==> src/rtl/seven_seg_pkg.sv <==
// Shared definitions for the seven-segment readback path.
//   - Active-low segment codes (bit0 = a .. bit6 = g) for digits, minus and blank.
//   - FSM state encoding for the segment-to-binary converter.
//   - dd_adjust: per-nibble correction step of the reverse double-dabble.
package seven_seg_pkg;

  localparam logic [6:0] SEG_0     = 7'b1000000;
  localparam logic [6:0] SEG_1     = 7'b1111001;
  localparam logic [6:0] SEG_2     = 7'b0100100;
  localparam logic [6:0] SEG_3     = 7'b0110000;
  localparam logic [6:0] SEG_4     = 7'b0011001;
  localparam logic [6:0] SEG_5     = 7'b0010010;
  localparam logic [6:0] SEG_6     = 7'b0000010;
  localparam logic [6:0] SEG_7     = 7'b1111000;
  localparam logic [6:0] SEG_8     = 7'b0000000;
  localparam logic [6:0] SEG_9     = 7'b0010000;
  localparam logic [6:0] SEG_MINUS = 7'b0111111;
  localparam logic [6:0] SEG_BLANK = 7'b1111111;

  typedef enum logic [2:0] {
    IDLE,
    DECODE,
    SHIFT,
    SIGN,
    DONE
  } state_e;

  // After a right shift, a BCD nibble of 8 or more carried a bit in from the digit above
  // worth 10 (not 16) half-units, so take 3 back off.
  function automatic logic [3:0] dd_adjust(input logic [3:0] nib);
    return (nib >= 4'd8) ? (nib - 4'd3) : nib;
  endfunction

endpackage

==> src/rtl/seven_segment_to_binary_decoder_if.sv <==
// Handshake bundle for seven_segment_to_binary_decoder.
//   seg_in    : sign group (top) plus NUM_DIGITS digit groups, 7 bits each, group 0 = ones
//   in_valid  : seg_in valid            in_ready  : converter can accept
//   result    : two's-complement value  err       : an illegal pattern was present
//   out_valid : result/err valid        out_ready : consumer accepts
// master = producer/consumer side, slave = converter side.
interface seven_segment_to_binary_decoder_if #(
  parameter int unsigned NUM_DIGITS = 3,
  parameter int unsigned BIN_W      = 10
);

  logic [7*(NUM_DIGITS+1)-1:0] seg_in;
  logic                        in_valid;
  logic                        in_ready;
  logic [BIN_W:0]              result;
  logic                        err;
  logic                        out_valid;
  logic                        out_ready;

  modport master (
    output seg_in,
    output in_valid,
    output out_ready,
    input  in_ready,
    input  result,
    input  err,
    input  out_valid
  );

  modport slave (
    input  seg_in,
    input  in_valid,
    input  out_ready,
    output in_ready,
    output result,
    output err,
    output out_valid
  );

endinterface

==> src/rtl/seven_segment_to_bcd_digit.sv <==
// Combinational decode of one active-low seven-segment digit pattern.
//   seg_i      : 7-bit pattern, bit0 = a .. bit6 = g
//   bcd_o      : decoded value 0-9 (0 when not a digit)
//   legal_o    : pattern is one of the ten digit codes
//   is_blank_o : pattern is all segments off (legality of blanks is decided by the caller)
module seven_segment_to_bcd_digit
  import seven_seg_pkg::*;
(
  input  logic [6:0] seg_i,
  output logic [3:0] bcd_o,
  output logic       legal_o,
  output logic       is_blank_o
);

  always_comb begin
    bcd_o      = 4'd0;
    legal_o    = 1'b1;
    is_blank_o = (seg_i == SEG_BLANK);
    case (seg_i)
      SEG_0:   bcd_o = 4'd0;
      SEG_1:   bcd_o = 4'd1;
      SEG_2:   bcd_o = 4'd2;
      SEG_3:   bcd_o = 4'd3;
      SEG_4:   bcd_o = 4'd4;
      SEG_5:   bcd_o = 4'd5;
      SEG_6:   bcd_o = 4'd6;
      SEG_7:   bcd_o = 4'd7;
      SEG_8:   bcd_o = 4'd8;
      SEG_9:   bcd_o = 4'd9;
      default: legal_o = 1'b0;
    endcase
  end

endmodule

==> src/rtl/seven_segment_to_binary_decoder.sv <==
// Seven-segment readback: captures a sign group plus NUM_DIGITS digit groups, checks and
// decodes them to BCD, then converts to signed binary with a reverse double-dabble
// (one shift per cycle, BIN_W cycles).
//   clock, reset : rising-edge clock, synchronous active-high reset
//   bus (slave)  : seg_in/in_valid/in_ready in, result/err/out_valid/out_ready out
// Optional build macro LEADING_BLANK_EN: blank (1111111) digit groups are accepted as 0
// when every group above them is also blank; the ones group must never be blank.
// Without it any blank digit group is illegal.
// Legal inputs reach DONE BIN_W+2 edges after acceptance; illegal inputs reach it after 2
// edges. While DONE waits for out_ready, result/err/out_valid are held and in_ready is 0.
module seven_segment_to_binary_decoder
  import seven_seg_pkg::*;
#(
  parameter int unsigned NUM_DIGITS = 3,
  parameter int unsigned BIN_W      = 10
) (
  input logic                             clock,
  input logic                             reset,
  seven_segment_to_binary_decoder_if.slave bus
);

  localparam int unsigned SEG_W = 7 * (NUM_DIGITS + 1);
  localparam int unsigned BCD_W = 4 * NUM_DIGITS;
  localparam int unsigned SR_W  = BCD_W + BIN_W;
  localparam int unsigned CNT_W = (BIN_W > 1) ? $clog2(BIN_W) : 1;

  state_e             state_q, state_d;
  logic [SEG_W-1:0]   seg_q, seg_d;
  logic [SR_W-1:0]    sr_q, sr_d;
  logic [CNT_W-1:0]   cnt_q, cnt_d;
  logic               neg_q, neg_d;
  logic               err_pending_q, err_pending_d;
  logic [BIN_W:0]     result_q, result_d;
  logic               err_q, err_d;

  // Digit decode of the captured pattern
  logic [NUM_DIGITS-1:0][3:0] dig_bcd;
  logic [NUM_DIGITS-1:0]      dig_legal;
  logic [NUM_DIGITS-1:0]      dig_blank;
  logic [NUM_DIGITS-1:0]      blank_ok;
  logic [NUM_DIGITS-1:0]      dig_ok;
  logic [6:0]                 sign_seg;
  logic                       sign_neg;
  logic                       sign_legal;
  logic                       all_legal;

  for (genvar k = 0; k < NUM_DIGITS; k++) begin : g_digit
    seven_segment_to_bcd_digit u_digit (
      .seg_i      (seg_q[7*k +: 7]),
      .bcd_o      (dig_bcd[k]),
      .legal_o    (dig_legal[k]),
      .is_blank_o (dig_blank[k])
    );
  end

`ifdef LEADING_BLANK_EN
  // A blank is a leading blank only if every group above it is blank as well.
  for (genvar k = 0; k < NUM_DIGITS; k++) begin : g_blank
    if (k == 0) begin : g_ones
      assign blank_ok[k] = 1'b0;
    end else if (k == NUM_DIGITS - 1) begin : g_top
      assign blank_ok[k] = 1'b1;
    end else begin : g_mid
      assign blank_ok[k] = &dig_blank[NUM_DIGITS-1:k+1];
    end
  end
`else
  assign blank_ok = '0;
`endif

  assign dig_ok     = dig_legal | (dig_blank & blank_ok);
  assign sign_seg   = seg_q[SEG_W-1 -: 7];
  assign sign_neg   = (sign_seg == SEG_MINUS);
  assign sign_legal = sign_neg | (sign_seg == SEG_BLANK);
  assign all_legal  = sign_legal & (&dig_ok);

  // One reverse double-dabble step: shift {bcd,bin} right, then correct every nibble.
  logic [SR_W-1:0] sr_shr;
  logic [SR_W-1:0] sr_shift;

  assign sr_shr = sr_q >> 1;
  assign sr_shift[BIN_W-1:0] = sr_shr[BIN_W-1:0];
  for (genvar i = 0; i < NUM_DIGITS; i++) begin : g_adj
    assign sr_shift[BIN_W + 4*i +: 4] = dd_adjust(sr_shr[BIN_W + 4*i +: 4]);
  end

  logic [BIN_W:0] mag_ext;
  assign mag_ext = {1'b0, sr_q[BIN_W-1:0]};

  always_comb begin
    state_d       = state_q;
    seg_d         = seg_q;
    sr_d          = sr_q;
    cnt_d         = cnt_q;
    neg_d         = neg_q;
    err_pending_d = err_pending_q;
    result_d      = result_q;
    err_d         = err_q;

    case (state_q)
      IDLE: begin
        if (bus.in_valid) begin
          seg_d   = bus.seg_in;
          state_d = DECODE;
        end
      end

      DECODE: begin
        neg_d         = sign_neg;
        err_pending_d = ~all_legal;
        sr_d          = {dig_bcd, {BIN_W{1'b0}}};
        cnt_d         = '0;
        // Illegal input finalises through SIGN so result/err are written in one place.
        state_d       = all_legal ? SHIFT : SIGN;
      end

      SHIFT: begin
        sr_d  = sr_shift;
        cnt_d = cnt_q + CNT_W'(1);
        if (cnt_q == CNT_W'(BIN_W - 1)) begin
          cnt_d   = '0;
          state_d = SIGN;
        end
      end

      SIGN: begin
        if (err_pending_q) begin
          result_d = '0;
          err_d    = 1'b1;
        end else begin
          // Minus zero negates to zero, so no special case is needed.
          result_d = neg_q ? -mag_ext : mag_ext;
          err_d    = 1'b0;
        end
        state_d = DONE;
      end

      DONE: begin
        if (bus.out_ready) begin
          state_d = IDLE;
        end
      end

      default: state_d = IDLE;
    endcase
  end

  always_ff @(posedge clock) begin
    if (reset) begin
      state_q       <= IDLE;
      seg_q         <= '0;
      sr_q          <= '0;
      cnt_q         <= '0;
      neg_q         <= 1'b0;
      err_pending_q <= 1'b0;
      result_q      <= '0;
      err_q         <= 1'b0;
    end else begin
      state_q       <= state_d;
      seg_q         <= seg_d;
      sr_q          <= sr_d;
      cnt_q         <= cnt_d;
      neg_q         <= neg_d;
      err_pending_q <= err_pending_d;
      result_q      <= result_d;
      err_q         <= err_d;
    end
  end

  assign bus.in_ready  = (state_q == IDLE);
  assign bus.out_valid = (state_q == DONE);
  assign bus.result    = result_q;
  assign bus.err       = err_q;

endmodule

==> src/flat_wrapper.sv <==
// flat-port wrapper written by rule: the top's interface ports become plain ports
module seven_segment_to_binary_decoder_flat import seven_seg_pkg::*;
#(
  parameter int unsigned NUM_DIGITS = 3,
  parameter int unsigned BIN_W      = 10
)
  (clock, reset, bus_seg_in, bus_in_valid, bus_out_ready, bus_in_ready, bus_result, bus_err, bus_out_valid);
  seven_segment_to_binary_decoder_if #(.NUM_DIGITS(NUM_DIGITS), .BIN_W(BIN_W)) bus_i ();
  input logic clock;
  input logic reset;
  input wire logic [$bits(bus_i.seg_in)-1:0] bus_seg_in;
  input wire logic [$bits(bus_i.in_valid)-1:0] bus_in_valid;
  input wire logic [$bits(bus_i.out_ready)-1:0] bus_out_ready;
  output wire logic [$bits(bus_i.in_ready)-1:0] bus_in_ready;
  output wire logic [$bits(bus_i.result)-1:0] bus_result;
  output wire logic [$bits(bus_i.err)-1:0] bus_err;
  output wire logic [$bits(bus_i.out_valid)-1:0] bus_out_valid;
  assign bus_i.seg_in = bus_seg_in;
  assign bus_i.in_valid = bus_in_valid;
  assign bus_i.out_ready = bus_out_ready;
  assign bus_in_ready = bus_i.in_ready;
  assign bus_result = bus_i.result;
  assign bus_err = bus_i.err;
  assign bus_out_valid = bus_i.out_valid;
  seven_segment_to_binary_decoder #(.NUM_DIGITS(NUM_DIGITS), .BIN_W(BIN_W)) u_core (.clock(clock), .reset(reset), .bus(bus_i));
endmodule
==> config.mk <==
export PLATFORM = sky130hd
export DESIGN_NAME = seven_segment_to_binary_decoder_flat
export DESIGN_NICKNAME = d
export VERILOG_FILES = /design/src/rtl/seven_seg_pkg.sv /design/src/rtl/seven_segment_to_binary_decoder_if.sv /design/src/rtl/seven_segment_to_bcd_digit.sv /design/src/rtl/seven_segment_to_binary_decoder.sv /design/src/flat_wrapper.sv
export SDC_FILE = /design/constraint.sdc
export NUM_CORES = 1
export LEC_CHECK = 0
export ABC_CLOCK_PERIOD_IN_PS = 4400
export CORE_MARGIN = 5
export CORE_UTILIZATION = 60
export CTS_BUF_LIST = sky130_fd_sc_hd__clkbuf_8
export DETAILED_ROUTE_END_ITERATION = 7
export GPL_TIMING_DRIVEN = 0
export HOLD_SLACK_MARGIN = 0.1
export PLACE_DENSITY = 0.87
export SYNTH_ARGS = -nofsm -noshare
export SYNTH_HDL_FRONTEND = slang
export SYNTH_HIERARCHICAL = 1
export SYNTH_SLANG_ARGS = --single-unit
==> constraint.sdc <==
create_clock -name clock -period 4.4 [get_ports clock]
set_input_delay 0.88 -clock clock [delete_from_list [all_inputs] [get_ports clock]]
set_output_delay 0.88 -clock clock [all_outputs]
set_load 0.01 [all_outputs]
---- Yosys cells after proc, flatten, opt, wreduce, memory -nomap -nowiden ----
Cells that the tools add are included.
W data, S select, Z words.
storage, ports and cells
  bits in registers ....................... 71
  input port bits ......................... 32
  output and inout port bits .............. 14
  logic and storage cells ................. 87
operators by class
  $add $sub $neg .......................... 5
  $lt $le $gt $ge ......................... 3
  equality and inequality tests ........... 37
  multiplexer cells ....................... 20
  bitwise operators ....................... 3
  reduce and logical (&&, ||, !) cells .... 11
operators by type and width
  operator               number
  $pmux W4 S9            3
  $eq A7 B7 Y1 const B   10
  $eq A7 B5 Y1 const B   9
  $eq A7 B6 Y1 const B   7
  $pmux W22 S2           1
  $reduce_or A10 Y1      3
  $mux W11               2
  $eq A7 B2 Y1 const B   3
  $logic_not A7 Y1       3
  $mux W4                4
  $pmux W3 S5            1
  $neg A10 Y11           1
  $mux W3                3
  $ge A4 B4 Y1 const B   2
  $pmux W4 S2            1
  $sub A4 B2 Y4 const B  2
  $eq A3 B2 Y1 const B   2
  $reduce_and A3 Y1      2
  $mux W1                5
  $add A4 B1 Y4 const B  1
  $eq A4 B4 Y1 const B   1
  $ge A3 B4 Y1 const B   1
  $ne A2 B2 Y1 const B   2
  $sub A3 B2 Y4 const B  1
  other kinds (9)        9

---- Longest topological paths before layout ----
Gate-level depths: netlist of run 1.
  depth in word-level cells ............... 7
  mapped depth ............................ 7
  gate-level depth less buffers ........... 7

---- By module ----
Netlist of run 1, hierarchy kept.
modules (own cells, without submodules)
  module                           instances  cells each  area an instance (um^2)  seq. area each (um^2)
  seven_segment_to_binary_decoder  1          375         3154.3                   1421.4
  seven_segment_to_bcd_digit       3          23          153.9                    0.0

---- Worst setup path before layout of run 1 ----
Ideal clock, no wire load.
  path type ............................... register to output
  start ................................... register u_core.state_q[0]
  end ..................................... output bus_out_valid
  arrival time ............................ 0.841 ns
  data required time ...................... 3.520 ns
  path slack .............................. 2.679 ns
  stages on the path, launching flop included .. 3
  path buffers ............................ 1
  cells stage by stage .................... dfxtp_1 > buf_4 > nor3b_1
between the ends
  longest elaborated chain between the ends .. 1
RTL lines
  item                    line                                    source
  start, declared         seven_segment_to_binary_decoder.sv:27   state_e state_q, state_d;
  start signal, assigned  seven_segment_to_binary_decoder.sv:159  state_q <= state_d;
  $eq A3 B3 Y1            seven_segment_to_binary_decoder.sv:171  assign bus.out_valid = (state_q == DONE);
  end, declared           flat_wrapper.sv:17                      output wire logic [$bits(bus_i.out_valid)-1:0] bus_out_valid;
No other way between the ends.

---- Worst setup path in the final report of run 1 ----
Ends and elaborated chain as after synthesis.

==> metrics.yaml, run 1 <==
worst_hold_path:
  hp-class: "flip-flop to flip-flop"
  min_delay_path_depth: 2
  min-delay-start: "u_core/seg_q[26]"
  holdPathEnd: "u_core/seg_q[26]"
placed_design:
  gp_congestion: 0.9240
  port_buffers: 45
  post-dp-hpwl_um: 5915
critical_path:
  critPathRequiredTime_ps: 3520
  crit_type: "flip-flop to primary output"
  arrival_ps: 1690
  reg2regPathDepth: 7
  critPathBufInv: 2
  path_delay_family: "buffers and inverters"
  timing.rr.start: "u_core/seg_q[4]"
  cp-end-kind: "primary output"
  reg2reg_to: "u_core/state_q[0]"
  r2r_setup_slack_ps: 2450
  cpPeakStageDelay_ps: 590
  crit_chain: "buf_4, nor3b_1, clkdlybuf4s50_1"
  critical-path-slowest-cell: "clkdlybuf4s50_1"
  path_max_fanout: 10
  startpoint_type: "flip-flop"
routing:
  vias: 3407
  avgRoutedWirePerCell_um: 14.61
  drt-total-wl_um: 8428
  ant_nets: 0
  first_pass_iters: 4
  drt-initial-drc-count: 301
  remaining_drc_errors: 0
  vias_per_cell: 5.905
power_and_ir_drop:
  vdd_drop_max_mv: 0.2183
  leakage_nw: 1.572
  cellPowerDensity_nw_per_um2: 387.1
floorplan:
  num_rows: 28
  die_area_um2: 7623
  die_y_um: 87.31
  boundaryPins: 46
  fp.dieW_um: 87.31
  start_util_pct: 61.29
  core_area_um2: 5851
logic_synthesis:
  syn-instance-count: 441
  synth_warnings: 6
  avgSynthCellArea_um2: 8.131
  syn_area_um2: 3586
  synth_nets: 480
timing:
  hold_viol_final: 0
  setup_violations: 0
  slew_headroom_pct: 59.70
  rsz0062_at_grt: "false"
  worst_pin_slew_ps: 604.4
  finalSetupTns_ps: 0
  skew_ps: 9.015
  fin_hold_ws_ps: 455.2
  layout_worst_path_cycle_share_pct: 58.48
  fmax_mhz: 388.7
  period_needed_ps: 2573
  slew_violations: 0
cells_and_area:
  drive_above_1_share_pct: 8.964
  area_growth_pct: 21.00
  diodes: 0
  fin_nets: 536
clocking:
  clk_latency_ps: 340
  htree_levels: 3
  clockRootBuffer: "clkbuf_8"
  cts_hold_buffers: 0
  cts_buffer_depth: 2
  clkTransAtPathRegs_ps: 70
  numCtsBuffers: 9
  clock-sinks: 71
  cts-resized-gates: 0
  cts_setup_buffers: 0
  cts_tree: "built"
grt:
  grt_max_degree: 12
  grt_pass1_vias: 3017
  overflow: 0
  antenna_found_initial: 0
  track_usage_pct: 22.67
  grt_pass1_wl_um: 13830
run:
  maxCapViolCount: 0
outcome:
  outcome: "finished, final reports clean"
==> through the flow <==
stage	total power [W]	setup WS (ps)	std cells	utilization, %	instance area [um2]
after floorplan	0.001028	2679	441	-	3586
after global placement	0.001127	1857	561	70.59	4130
after detailed placement	0.001144	1789	561	70.59	4130
after CTS	0.001678	1825	577	74.17	4339
after global routing	0.001765	1708	577	74.17	4339
final	0.001680	1827	577	74.17	4339
==> sequential cells by signal (all words and copies together) (netlist names) <==
name,flops
u_core/state_q,3
u_core/seg_q,28
u_core/sr_q,22
u_core/err_pending_q,1
u_core/neg_q,1
u_core/bus.err,1
u_core/bus.result,11
u_core/cnt_q,4
==> worst reg2reg max path, stage by stage (launching register included) <==
cell       delay, ps
dfxtp_1          380
a2111oi_0        450
o21ai_0          140
o211ai_1         170
nand3_1          140
nor3_1           350
o21a_1           170
nor3_1            40
==> worst max path at each step <==
| stage | from | endpoint | slack (ps) | depth (start not counted) |
|---|---|---|---|---|
| floorplan | u_core/state_q[0] | bus_out_valid | 2680 | 2 |
| global placement | reset | u_core/sr_q[17] | 1860 | 4 |
| detailed placement | reset | u_core/sr_q[17] | 1790 | 4 |
| CTS | u_core/state_q[0] | bus_out_valid | 1830 | 3 |
| global route | u_core/state_q[0] | bus_out_valid | 1710 | 3 |
| finish | u_core/state_q[0] | bus_out_valid | 1830 | 3 |
==> routing by layer <==
layer  vias to the layer above  wire length (um)  global-route usage [%]
met2                       126              3909                   36.64
met4                         0               183                   10.04
li1                       1683                 -                       -
met3                        22               573                   4.068
met1                      1576              3762                   29.44
met5                         -                 0                       0
==> where the power goes <==
group          internal [W]  switching, W
sequential         0.000695     0.0000630
combinational      0.000167      0.000213
clock              0.000305      0.000237
==> layout make-up <==
type                       count  area (um2)
multi-input combinational    329        1978
fill                         471        1511
sequential                    71        1421
timing repair buffer          45       450.4
clock buffer                  12       165.2
buffer                        27       133.9
tap                           75       93.84
inverter                      14       52.55
clock inverter                 4       43.79
==> cell usage in the layout, fill, tap and decap left out, types with 3 or more instances in the layout <==
master            n
or3_4             3
ha_1              7
inv_1            15
clkdlybuf4s50_1  45
o21ai_0          18
nand2b_1          4
a22oi_1          14
nor4_1            4
xnor2_1           3
o211ai_1          6
nor2_1           47
clkbuf_1         15
a31oi_1           3
nand2_1          71
nor3_1           12
nand3b_1          9
o22ai_1           5
a21oi_1          42
buf_2             8
xor2_1            8
and4b_2           3
or3_1             3
mux2i_1           8
a2111oi_0         3
nor3b_1           5
a211oi_1          9
dfxtp_1          71
and4_1            3
nand3_1           6
nor4b_1           4
clkbuf_8         12
No activity file was read; power rests on OpenSTA's default activity.
==> run 2: changes to the inputs <==
--- a/config.mk
+++ b/config.mk
@@ -5,14 +5,14 @@
 export SDC_FILE = /design/constraint.sdc
 export NUM_CORES = 1
 export LEC_CHECK = 0
-export ABC_CLOCK_PERIOD_IN_PS = 4400
+export ABC_CLOCK_PERIOD_IN_PS = 2500
 export CORE_MARGIN = 5
-export CORE_UTILIZATION = 60
+export CORE_UTILIZATION = 57
 export CTS_BUF_LIST = sky130_fd_sc_hd__clkbuf_8
 export DETAILED_ROUTE_END_ITERATION = 7
 export GPL_TIMING_DRIVEN = 0
 export HOLD_SLACK_MARGIN = 0.1
-export PLACE_DENSITY = 0.87
+export PLACE_DENSITY = 0.83
 export SYNTH_ARGS = -nofsm -noshare
 export SYNTH_HDL_FRONTEND = slang
 export SYNTH_HIERARCHICAL = 1
==> constraint.sdc (replaced) <==
create_clock -name clock -period 2.5 [get_ports clock]
set_input_delay 0.5 -clock clock [delete_from_list [all_inputs] [get_ports clock]]
set_output_delay 0.5 -clock clock [all_outputs]
set_load 0.01 [all_outputs]
==> run 2 against run 1 <==
Combinational power increased by 77%. Largest power group unchanged. Sequential power increased by 75%. Total power increased by 84%. Highest routed layer unchanged. Routed wire length decreased by 1.3%. Register-to-register slack got worse by 1900 ps. Global-route usage decreased by 0.91 points. Sequential cell count unchanged. Clock skew about the same. Clock power increased by 100%. Cell count decreased by 0.17%.
==> metrics.yaml, run 2 (same netlist as run 1, synthesis figures left out) <==
timing:
  finalSetupTns_ps: 0  # unchanged
  fin_ws_ps: 320.6  # -1506 ps
  fin_hold_ws_ps: 449.8  # -5.480 ps
  layout_worst_path_cycle_share_pct: 87.18
  fmax_mhz: 458.8
  setup_violations: 0  # unchanged
  rsz0062_at_grt: "false"
  slew_violations: 0  # unchanged
  hold_viol_final: 0  # unchanged
  slew_headroom_pct: 62.21  # +2.5 points
  worst_pin_slew_ps: 566.8  # -37.65 ps
  period_needed_ps: 2179
  skew_ps: 9.400  # +0.3845 ps
critical_path:
  r2r_setup_slack_ps: 580  # -1870 ps
  path_max_fanout: 10  # unchanged
  reg2regPathDepth: 7  # unchanged
  arrival_ps: 1680  # about the same
  startpoint_type: "flip-flop"
  timing.rr.start: "u_core/seg_q[11]"
  crit_type: "flip-flop to primary output"
  reg2reg_to: "u_core/state_q[0]"
  critPathRequiredTime_ps: 2000  # -1520 ps
  cp-end-kind: "primary output"
routing:
  first_pass_iters: 5  # +1
  avgRoutedWirePerCell_um: 14.45  # -1.1%
  dr_wl_met3_um: 638  # +11%
  drt-total-wl_um: 8322  # -1.3%
  ant_nets: 0  # unchanged
  vias: 3350  # -1.7%
  wl_met1_um: 3727  # -0.93%
  wl_met2_um: 3790  # -3.0%
  remaining_drc_errors: 0  # unchanged
  vias_per_cell: 5.816  # -1.5%
  drt-initial-drc-count: 221  # -27%
  highest_layer: "met4"
power_and_ir_drop:
  switching_power_w: 0.0009225  # +80%
  pwr-share-seq_pct: 43.1  # -2.0 points
  leakage_nw: 1.570  # -0.14%
  p_comb_share_pct: 21.7  # -0.9 points
  p_sw_share_pct: 29.82  # -0.74 points
  power.total_w: 0.003093  # +84%
  cellPowerDensity_nw_per_um2: 708.8  # +83%
  clock_power_share_pct: 35.2  # +2.9 points
  power.internal_w: 0.002171  # +86%
  vdd_drop_max_mv: 0.5117  # +130%
clocking:
  htree_levels: 3  # unchanged
  clockRootBuffer: "clkbuf_8"
  cts_setup_buffers: 0  # unchanged
  clock-sinks: 71  # unchanged
  cts_tree: "built"
  clkTransAtPathRegs_ps: 70  # about the same
  cts_buffer_depth: 2  # unchanged
  clk_latency_ps: 360  # +20 ps
  cts_hold_buffers: 0  # unchanged
  numCtsBuffers: 9  # unchanged
  cts-resized-gates: 0  # unchanged
cells_and_area:
  largest_register_ffs: 28  # unchanged
  mostFrequentLayoutCells: "nand2_1, dfxtp_1, nor2_1, clkdlybuf4s50_1, a21oi_1"
  nFillCells: 491  # +4.2%
  fin_nets: 536  # unchanged
  diodes: 0  # unchanged
  top_register: "u_core/seg_q"
  drive_above_1_share_pct: 8.982  # +0.018 points
  fin_cells: 576  # -0.17%
  seq_area_um2: 1421  # unchanged
  area_growth_pct: 21.70
  multiInputGateArea_um2: 1978  # unchanged
grt:
  overflow: 0  # unchanged
  grt_max_degree: 13  # +1
  grt_pass1_wl_um: 13400  # -3.1%
  track_usage_pct: 21.76  # -0.91 points
  antenna_found_initial: 0  # unchanged
  grt_pass1_vias: 2976  # -1.4%
placed_design:
  dp_cells: 561  # unchanged
  post-dp-hpwl_um: 5864  # -0.87%
  gp_congestion: 0.8880  # -3.9%
  port_buffers: 45  # unchanged
  preCtsSetupSlack_ps: 289.0  # -1500 ps
run:
  maxCapViolCount: 0  # unchanged
floorplan:
  core_area_um2: 6026  # +3.0%
  start_util_pct: 59.51  # -1.8 points
  die_y_um: 89.32  # +2.3%
  fp.dieW_um: 89.32  # +2.3%
  die_area_um2: 7977  # +4.6%
  boundaryPins: 46  # unchanged
  num_rows: 28  # unchanged
worst_hold_path:
  holdPathEnd: "u_core/bus.result[4]"
  min-delay-start: "u_core/bus.result[4]"
  min_delay_path_depth: 2  # unchanged
  hp-class: "flip-flop to flip-flop"
outcome:
  outcome: "finished, final reports clean"
[run 2: cell type report]
| type | count | share of cell area, % |
|---|---|---|
| buffer | 27 | 3.068 |
| clock buffer | 9 | 2.838 |
| sequential | 71 | 32.57 |
| clock inverter | 6 | 2.523 |
| timing repair buffer | 45 | 10.32 |
| tap | 75 | 2.150 |
| multi-input combinational | 329 | 45.33 |
| inverter | 14 | 1.204 |
[run 2: power groups by stage]
stage | Clock, W | Sequential [W] | Combinational [W]
after floorplan | 0 | 0.00133 | 0.000483
after global placement | 0 | 0.00135 | 0.000639
after detailed placement | 0 | 0.00136 | 0.000657
after CTS | 0.00110 | 0.00133 | 0.000664
after global routing | 0.00115 | 0.00135 | 0.000733
final | 0.00109 | 0.00133 | 0.000672
[run 2: layer usage]
metal	vias up	track usage, %
li1	1677	-
met1	1520	27.46
met2	135	35.16
met3	18	5.991
met4	0	8.796
met5	-	0
[run 2: critical path, cell delays in order (launching register included)]
cell and delay (ps):
dfxtp_1 330, buf_4 180, nor3b_1 240, clkdlybuf4s50_1 580
[run 2: worst max path at each step]
stage                            startpoint         endpoint  depth (start not counted)
final                     u_core/state_q[0]    bus_out_valid                          3
after CTS                 u_core/state_q[2]    bus_out_valid                          3
after global routing      u_core/state_q[2]    bus_out_valid                          3
after floorplan           u_core/state_q[2]  u_core/sr_q[17]                          6
after global placement                reset  u_core/sr_q[17]                          4
after detailed placement              reset  u_core/sr_q[17]                          4
[run 2: through the flow]
stage	instance area [um2]	utilization, %
2_1_floorplan	3586	-
3_3_place_gp	4130	68.54
3_5_place_dp	4130	68.54
4_1_cts	4364	72.43
5_1_grt	4364	72.43
6_report	4364	72.43
==> run 3: changes to the inputs <==
--- a/config.mk
+++ b/config.mk
@@ -5,8 +5,7 @@
 export SDC_FILE = /design/constraint.sdc
 export NUM_CORES = 1
 export LEC_CHECK = 0
-export ABC_CLOCK_PERIOD_IN_PS = 2500
-export CORE_MARGIN = 5
+export ABC_CLOCK_PERIOD_IN_PS = 2080
 export CORE_UTILIZATION = 57
 export CTS_BUF_LIST = sky130_fd_sc_hd__clkbuf_8
 export DETAILED_ROUTE_END_ITERATION = 7
==> constraint.sdc (replaced) <==
create_clock -name clock -period 2.08 [get_ports clock]
set_input_delay 0.416 -clock clock [delete_from_list [all_inputs] [get_ports clock]]
set_output_delay 0.416 -clock clock [all_outputs]
set_load 0.01 [all_outputs]
==> run 3 against run 2 <==
Clock power grew 39%. Non-clock buffer count is the same. Setup slack lost 260 ps.
==> metrics.yaml, run 3 (same netlist as run 1, synthesis figures left out) <==
critical_path:
  arrival_ps: 1610  # -70 ps
  critPathRequiredTime_ps: 1660  # -340 ps
  startpoint_type: "flip-flop"
  reg2regPathDepth: 5  # -2
  cp-end-kind: "primary output"
  crit_path_start: "u_core/state_q[2]"
  path_max_fanout: 10  # unchanged
  crit_type: "flip-flop to primary output"
  timing.rr.start: "u_core/state_q[0]"
  r2r_setup_slack_ps: 210  # -370 ps
  cp-endpoint: "bus_in_ready"
  reg2reg_to: "u_core/sr_q[8]"
clocking:
  numCtsBuffers: 9  # unchanged
  clock-sinks: 71  # unchanged
  cts_tree: "built"
  cts_hold_buffers: 0  # unchanged
  clk_latency_ps: 350  # about the same
  cts_setup_buffers: 0  # unchanged
  cts_buffer_depth: 2  # unchanged
  htree_levels: 3  # unchanged
  clockRootBuffer: "clkbuf_8"
  clkTransAtPathRegs_ps: 80  # about the same
floorplan:
  boundaryPins: 46  # unchanged
  core_area_um2: 5991  # -0.58%
  die_area_um2: 6612  # -17%
  num_rows: 28  # unchanged
  start_util_pct: 59.86  # +0.35 points
  die_y_um: 81.32  # -9.0%
  fp.dieW_um: 81.32  # -9.0%
power_and_ir_drop:
  p_sw_share_pct: 28.50  # -1.3 points
  pwr-share-seq_pct: 40.9  # -2.2 points
  leakage_nw: 1.601  # +1.9%
  power.internal_w: 0.002808  # +29%
  cellPowerDensity_nw_per_um2: 888.9  # +25%
  vdd_drop_max_mv: 0.5679  # +11%
  clock_power_share_pct: 38.4  # +3.2 points
  p_comb_share_pct: 20.6  # -1.1 points
  switching_power_w: 0.001120  # +21%
timing:
  worst_pin_slew_ps: 577.4  # +10.62 ps
  slew_headroom_pct: 61.51  # -0.71 points
  setup_violations: 0  # unchanged
  fin_hold_ws_ps: 459.6  # +9.882 ps
  fin_ws_ps: 56.51  # -264.1 ps
  layout_worst_path_cycle_share_pct: 97.28
  period_needed_ps: 2023
  finalSetupTns_ps: 0  # unchanged
  slew_violations: 0  # unchanged
  skew_ps: 11.89  # +2.495 ps
  fmax_mhz: 494.2
  hold_viol_final: 0  # unchanged
  rsz0062_at_grt: "false"
cells_and_area:
  drive_above_1_share_pct: 9.363  # +0.38 points
  top_register: "u_core/seg_q"
  stdcell_area_um2: 4419  # +1.3%
  seq_area_um2: 1421  # unchanged
  largest_register_ffs: 28  # unchanged
  area_growth_pct: 23.24
  diodes: 0  # unchanged
  multiInputGateArea_um2: 1989  # +0.57%
  mostFrequentLayoutCells: "nand2_1, dfxtp_1, nor2_1, clkdlybuf4s50_1, a21oi_1"
  fin_nets: 536  # unchanged
  nFillCells: 466  # -5.1%
routing:
  ant_nets: 0  # unchanged
  remaining_drc_errors: 0  # unchanged
  first_pass_iters: 5  # unchanged
  vias: 3453  # +3.1%
  vias_per_cell: 5.984  # +2.9%
  avgRoutedWirePerCell_um: 14.80  # +2.5%
  drt-initial-drc-count: 250  # +13%
  drt-total-wl_um: 8542  # +2.6%
placed_design:
  port_buffers: 45  # unchanged
  post-dp-hpwl_um: 5858  # about the same
  post_dp_cell_area_um2: 4130  # unchanged
  preCtsSetupSlack_ps: -30.15  # -319.1 ps
  gp_congestion: 0.8525  # -4.0%
worst_hold_path:
  hp-class: "flip-flop to flip-flop"
grt:
  grt_max_degree: 13  # unchanged
  grt_pass1_vias: 3084  # +3.6%
  overflow: 0  # unchanged
  track_usage_pct: 28.10  # +6.3 points
  grt_pass1_wl_um: 14160  # +5.7%
  antenna_found_initial: 0  # unchanged
run:
  maxCapViolCount: 0  # unchanged
outcome:
  outcome: "finished, final reports clean"
==> run 3: power by group through the flow <==
| stage | Sequential [W] | Combinational, W | Clock [W] |
|---|---|---|---|
| detailed placement | 0.00163 | 0.000792 | 0 |
| global placement | 0.00162 | 0.000768 | 0 |
| finish | 0.00161 | 0.000811 | 0.00151 |
| CTS | 0.00160 | 0.000801 | 0.00152 |
| global route | 0.00162 | 0.000890 | 0.00158 |
| floorplan | 0.00159 | 0.000580 | 0 |
==> run 3: per-stage QoR <==
stage                     instances  utilization [%]  total power (W)
after floorplan                 441                -         0.002175
after global placement          561            68.94         0.002387
after detailed placement        561            68.94         0.002420
after CTS                       577            73.68         0.003924
after global routing            577            73.77         0.004093
final                           577            73.77         0.003928
==> run 3: what timing repair did <==
item                                    4_1_cts  5_1_grt
gates resized for setup                       2        1
pin swaps                                     0        0
endpoints found under the setup margin        2        2
endpoints found under the hold margin         0        0
==> run 3: per-layer routing <==
metal | share of wire (%) | vias up | track usage [%]
met2 | 48 | 125 | 45.75
met1 | 45 | 1630 | 36.66
li1 | - | 1680 | -
met5 | 0 | - | 0
met4 | 2.1 | 0 | 12.32
met3 | 5.2 | 18 | 4.157
==> run 3: area by class of cell <==
class	instances	share of cell area (%)
repair buffers	45	10.16
clock inverters	5	2.888
inverters	14	1.189
well taps	75	2.123
plain buffers	27	3.029
multi-input cells	329	45.02
clock buffers	11	3.426
flip-flops and latches	71	32.16
==> run 3: worst min path at each step <==
stage                               startpoint              endpoint  slack [ps]  depth (start not counted)
after global routing      u_core/bus.result[4]  u_core/bus.result[4]         490                          2
final                     u_core/bus.result[4]  u_core/bus.result[4]         460                          2
after detailed placement      u_core/seg_q[24]      u_core/seg_q[24]         450                          2
after CTS                     u_core/seg_q[24]      u_core/seg_q[24]         460                          2
after global placement        u_core/seg_q[26]      u_core/seg_q[26]         440                          2
after floorplan               u_core/seg_q[24]      u_core/seg_q[24]         440                          2
==> run 3: worst max-delay path, stage by stage, from the launching register on <==
cell,delay (ps)
dfxtp_1,310
buf_6,140
nor3_4,240
clkdlybuf4s50_1,570
